<file path="src/rtl/conv_stream_engine.sv">
// Streaming 1-D convolution core: loads N x samples and M coefficients over
// valid/ready, then emits N-M+1 outputs from a two-stage multiply-accumulate.
module conv_stream_engine #(
  parameter int N  = 112,
  parameter int M  = 49,
  parameter int DW = 10,
  parameter int YW = 26
) (
  input  logic                 clk,
  input  logic                 reset,
  input  logic signed [DW-1:0] x_data,
  input  logic                 x_valid,
  output logic                 x_ready,
  input  logic signed [DW-1:0] f_data,
  input  logic                 f_valid,
  output logic                 f_ready,
  output logic signed [YW-1:0] y_data,
  output logic                 y_valid,
  input  logic                 y_ready
);

  localparam int XCW = $clog2(N + 1);
  localparam int FCW = $clog2(M + 1);
  localparam int XIW = (N > 1) ? $clog2(N) : 1;
  localparam int FIW = (M > 1) ? $clog2(M) : 1;

  localparam logic [XCW-1:0] X_FULL = XCW'(N);
  localparam logic [FCW-1:0] F_FULL = FCW'(M);
  localparam logic [XCW-1:0] I_LAST = XCW'(N - M);
  localparam logic [FCW-1:0] J_LAST = FCW'(M - 1);

  typedef enum logic [1:0] {
    LOAD    = 2'd0,
    COMPUTE = 2'd1,
    DRAIN   = 2'd2
  } state_e;

  state_e state_q, state_d;

  logic signed [DW-1:0] x_mem [N];
  logic signed [DW-1:0] f_mem [M];

  logic [XCW-1:0] x_cnt_q, x_cnt_d;
  logic [FCW-1:0] f_cnt_q, f_cnt_d;
  logic [XCW-1:0] i_q, i_d;
  logic [FCW-1:0] j_q, j_d;
  logic           x_ready_q, x_ready_d;
  logic           f_ready_q, f_ready_d;

  logic x_fire, f_fire, y_fire;
  logic last_acc, stall, issue;

  logic [XCW-1:0]         x_sum_idx;
  logic [XIW-1:0]         x_rd_idx, x_wr_idx;
  logic [FIW-1:0]         f_rd_idx, f_wr_idx;
  logic signed [DW-1:0]   x_rd, f_rd;

  logic signed [2*DW-1:0] prod_q;
  logic                   p_vld_q, p_first_q, p_last_q;
  logic signed [YW-1:0]   acc_q, acc_sum;
  logic signed [YW-1:0]   y_data_q;
  logic                   y_valid_q;

  assign x_fire = x_valid && x_ready_q;
  assign f_fire = f_valid && f_ready_q;
  assign y_fire = y_valid_q && y_ready;

  // The final tap of an output cannot retire while the output register is
  // full and not draining; the whole MAC freezes until it frees.
  assign last_acc = p_vld_q && p_last_q;
  assign stall    = last_acc && y_valid_q && !y_ready;
  assign issue    = (state_q == COMPUTE) && !stall;

  assign x_sum_idx = i_q + XCW'(j_q);
  assign x_rd_idx  = XIW'(x_sum_idx);
  assign f_rd_idx  = FIW'(j_q);
  assign x_wr_idx  = XIW'(x_cnt_q);
  assign f_wr_idx  = FIW'(f_cnt_q);
  assign x_rd      = x_mem[x_rd_idx];
  assign f_rd      = f_mem[f_rd_idx];

  // State register
  always_ff @(posedge clk) begin
    if (reset) state_q <= LOAD;
    else       state_q <= state_d;
  end

  // Next-state logic
  always_comb begin
    // NOTE: every always_comb output gets a default first so no path can infer a latch.
    state_d = state_q;
    unique case (state_q)
      LOAD:    if (x_cnt_q == X_FULL && f_cnt_q == F_FULL) state_d = COMPUTE;
      COMPUTE: if (issue && i_q == I_LAST && j_q == J_LAST) state_d = DRAIN;
      DRAIN:   if (!p_vld_q && y_fire) state_d = LOAD;
      default: state_d = LOAD;
    endcase
  end

  // Output logic: readies are registered and depend only on internal state
  always_comb begin
    x_ready_d = (state_d == LOAD) && (x_cnt_d != X_FULL);
    f_ready_d = (state_d == LOAD) && (f_cnt_d != F_FULL);
  end

  // Load counters and the output/tap iteration indices
  always_comb begin
    x_cnt_d = x_cnt_q;
    f_cnt_d = f_cnt_q;
    i_d     = i_q;
    j_d     = j_q;
    if (x_fire) x_cnt_d = x_cnt_q + XCW'(1);
    if (f_fire) f_cnt_d = f_cnt_q + FCW'(1);
    if (issue) begin
      if (j_q == J_LAST) begin
        j_d = '0;
        i_d = (i_q == I_LAST) ? '0 : i_q + XCW'(1);
      end else begin
        j_d = j_q + FCW'(1);
      end
    end
    if (state_q == DRAIN && state_d == LOAD) begin
      x_cnt_d = '0;
      f_cnt_d = '0;
    end
  end

  assign acc_sum = (p_first_q ? '0 : acc_q) + YW'(prod_q);

  always_ff @(posedge clk) begin
    if (reset) begin
      x_cnt_q   <= '0;
      f_cnt_q   <= '0;
      i_q       <= '0;
      j_q       <= '0;
      x_ready_q <= 1'b0;
      f_ready_q <= 1'b0;
      prod_q    <= '0;
      p_vld_q   <= 1'b0;
      p_first_q <= 1'b0;
      p_last_q  <= 1'b0;
      acc_q     <= '0;
      y_data_q  <= '0;
      y_valid_q <= 1'b0;
    end else begin
      x_cnt_q   <= x_cnt_d;
      f_cnt_q   <= f_cnt_d;
      i_q       <= i_d;
      j_q       <= j_d;
      x_ready_q <= x_ready_d;
      f_ready_q <= f_ready_d;
      if (!stall) begin
        p_vld_q   <= issue;
        p_first_q <= issue && (j_q == '0);
        p_last_q  <= issue && (j_q == J_LAST);
        if (issue)   prod_q <= (2*DW)'(x_rd) * (2*DW)'(f_rd);
        if (p_vld_q) acc_q  <= acc_sum;
      end
      if (last_acc && !stall) begin
        y_data_q  <= acc_sum;
        y_valid_q <= 1'b1;
      end else if (y_fire) begin
        y_valid_q <= 1'b0;
      end
    end
  end

  // NOTE: sample memories carry no reset; each entry is rewritten in LOAD before COMPUTE reads it.
  always_ff @(posedge clk) begin
    if (x_fire) x_mem[x_wr_idx] <= x_data;
    if (f_fire) f_mem[f_wr_idx] <= f_data;
  end

  assign x_ready = x_ready_q;
  assign f_ready = f_ready_q;
  assign y_data  = y_data_q;
  assign y_valid = y_valid_q;

endmodule

</file>
<file path="config.mk">
export PLATFORM = sky130hd
export DESIGN_NAME = conv_stream_engine
export DESIGN_NICKNAME = d
export VERILOG_FILES = /design/src/rtl/conv_stream_engine.sv
export SDC_FILE = /design/constraint.sdc
export NUM_CORES = 2
export LEC_CHECK = 0
export CAP_MARGIN = 0
export CORE_MARGIN = 1.5
export CORE_UTILIZATION = 65
export DETAILED_ROUTE_END_ITERATION = 12
export GPL_TIMING_DRIVEN = 1
export HOLD_SLACK_MARGIN = 0.08
export PLACE_DENSITY = 0.86
export SETUP_SLACK_MARGIN = 0.4
export SYNTH_ARGS = -nofsm -noshare
export SYNTH_HDL_FRONTEND = slang
export SYNTH_SLANG_ARGS = --single-unit
</file>
<file path="constraint.sdc">
create_clock -name clk -period 16.8 [get_ports clk]
set_input_delay 1.68 -clock clk [delete_from_list [all_inputs] [get_ports clk]]
set_output_delay 1.68 -clock clk [all_outputs]
set_load 0.02 [all_outputs]
</file>
==> results_dict.tcl <==
set metrics [dict create \
    cts_sinks 1722 \
    rsz0062_at_grt "false" \
    max_freq_mhz 94.2 \
    antenna_cells 0 \
    skew_ns 0.0436 \
    nNetsFinal 4385 \
    cp_slowest_cell "fa_4" \
    post-route-period-util 0.632 \
    crit_start "f_rd_idx[0]$_SDFFE_PP0P_" \
    grt_pass1_wl_mm 274 \
    place_ws_ns 6.38 \
    syn_nets 4319 \
    clk_latency_ns 0.81 \
    clockBufferDepth 3 \
    antenna_found_initial 3 \
    cts_hold_buffers 0 \
    cap_violations 1 \
    critPathKind "reg2reg" \
    coreArea_mm2 0.111 \
    die_w_um 337 \
    path_clk_slew_ns 0.06 \
    ios 54 \
    arrival_ns 11.28 \
    portBuffers 53 \
    cp_slowest_stage_delay_ns 1.32 \
    relSlewSlack 0.0131 \
    htreeDepth 4 \
    hold_violations 0 \
    fin_tns_setup_ns 0 \
    dr_total_vias 40900 \
    min-delay-start "y_data[16]$_SDFFE_PP0P_" \
    post_cts_buffers 0 \
    rr_startpoint "f_rd_idx[0]$_SDFFE_PP0P_" \
    worst_pin_slew_ns 1.48 \
    cp-start-kind "register" \
    layout_min_cycle_time_ns 10.61 \
    cts_resized 0 \
    hpwl_mm 102 \
    end_kind "register" \
    synth_top_area_frac 0.665 \
    fillers 6080 \
    p_leak_uw 0.0259 \
    ys_warn_count 0 \
    dieArea_mm2 0.114 \
    synth_cells 4114 \
    syn_avg_cell_area_um2 17.7 \
    cts_buffers 164 \
    gp_congestion 0.864 \
    critPathTopFamily "adder cells" \
    grt_overflow_total 0 \
    synthMostInstantiatedCell "edfxtp_1" \
    root_buffer "clkbuf_16" \
    finalSetupViolations 0 \
    reg2reg_slack_ns 6.19 \
    wl_mm 188 \
    vias_per_cell 7.06 \
    grt_start_max_net_pins 127 \
    dr.pass1.iters 8 \
    finalMaxSlewViolations 0 \
    area_growth_pct 9.62 \
    initial_core_util 0.656 \
    core.rowCount 122 \
    status "finished with violations" \
    setup_ws_ns 6.19 \
    ys.flop_type "edfxtp_1" \
    power.density_mw_per_mm2 114 \
    wl_per_cell_um 32.5 \
    ys_seq_area_frac 0.696 \
    postRouteAntennaNets 0 \
    ys_seq_elements 1722 \
    drive_gt1_frac 0.181 \
    synth-edff-count 1610 \
    route.detailed.drc 0 \
    grt_usage 0.336 \
    cts_tree "yes" \
    synth-async-reset-ratio 0 \
    synthDistinctLibCells 82 \
    syn-cell-area_mm2 0.0727 \
    synth.top_cells.by_area "edfxtp_1 67%, mux4_2 13%, dfxtp_1 3.1%, fa_1 2.6%, nand2_1 2.2%" \
    crit_required_ns 17.47 \
    grt_pass1_vias 40800 \
    crit_fanout 126 \
    synth_common_cells "1610 x edfxtp_1, 432 x mux4_2, 420 x nand2_1" \
    yosys.area.top_type "edfxtp_1" \
    ir_drop_mv 0.126 \
    cpMostUsedCell "fa_1" \
    cp.buffers_inverters 6 \
    fp.dieH_um 337 \
    violations "max-capacitance violations" \
    drt_iter0_markers 6649 \
    min_path_type "reg2reg" \
]
==> area by class of cell <==
cell class / count / area [µm²] / area share
tap: 1488 / 1860 / 0.0234
timing repair buffer: 115 / 988 / 0.0124
multi-input combinational: 2029 / 20500 / 0.258
clock buffer: 221 / 4570 / 0.0573
inverter: 148 / 556 / 0.00697
sequential: 1722 / 50600 / 0.635
clock inverter: 70 / 583 / 0.00732
==> through the flow <==
stage	total power, µW	hold slack (ns)	util	cells	area, µm²
finish	9080	0.449	0.719	5793	79700
global route	9320	0.469	0.719	5793	79700
CTS	9070	0.451	0.719	5793	79700
detailed placement	5530	0.442	0.672	5502	74500
global placement	5520	0.433	0.672	5502	74500
floorplan	5320	0.427	-	4114	72700
==> state kept, by name (all words and copies together) (netlist names), 2 cells and up, named ones only <==
signal    cells
f_mem       490
y_data       26
x_mem      1120
acc_q        26
f_cnt_q       6
prod_q       20
x_cnt_q       7
i_q           7
state_q       2
f_rd_idx      6
==> worst min-delay path, cell delays in order, from the launching register on <==
cell and delay (ns):
dfxtp_1 0.30, nand2_1 0.05, a21oi_1 0.05
==> layout by cell type (no fill, tap or decap), types with 33 or more instances in the layout <==
master,count
inv_1,146
xnor2_1,41
ha_1,85
nand3_1,88
edfxtp_1,1610
a21oi_1,124
clkbuf_1,40
buf_4,71
clkbuf_16,171
clkdlybuf4s50_1,41
nand2_1,420
o21ai_0,47
and2_1,33
nor2_1,255
nor2b_1,40
mux4_2,432
fa_1,93
dfxtp_1,109
==> final timing paths <==
kind,endpoint,cells after the start
max,prod_q[18]$_SDFFE_PP0P_,27
min,y_data[16]$_SDFFE_PP0P_,2
max reg2reg,prod_q[18]$_SDFFE_PP0P_,27
min reg2reg,y_data[16]$_SDFFE_PP0P_,2
==> cells by family after synthesis <==
group / Yosys count / share of synthesized area
XOR/XNOR: 72 / 0.00899
adder cells (fa/ha/maj): 180 / 0.0407
buffers and inverters: 363 / 0.0234
AO/OA/AOI/OAI: 325 / 0.0291
multiplexers: 469 / 0.142
AND/OR/NAND/NOR: 983 / 0.0602
flip-flops: 1722 / 0.696
==> power by group <==
group          total (µW)  switching [µW]  internal (µW)
clock network        3620            1620           2000
logic                 766             458            308
registers            4690            4.33           4690
==> layer usage <==
layer | up-vias | GRT usage | wire, µm
met5 | - | 0 | 46
met4 | 6 | 0.154 | 10300
met3 | 740 | 0.0793 | 23500
met2 | 3593 | 0.536 | 90500
met1 | 20400 | 0.447 | 63600
li1 | 16100 | - | -
Power figures use the tool's default switching activity.
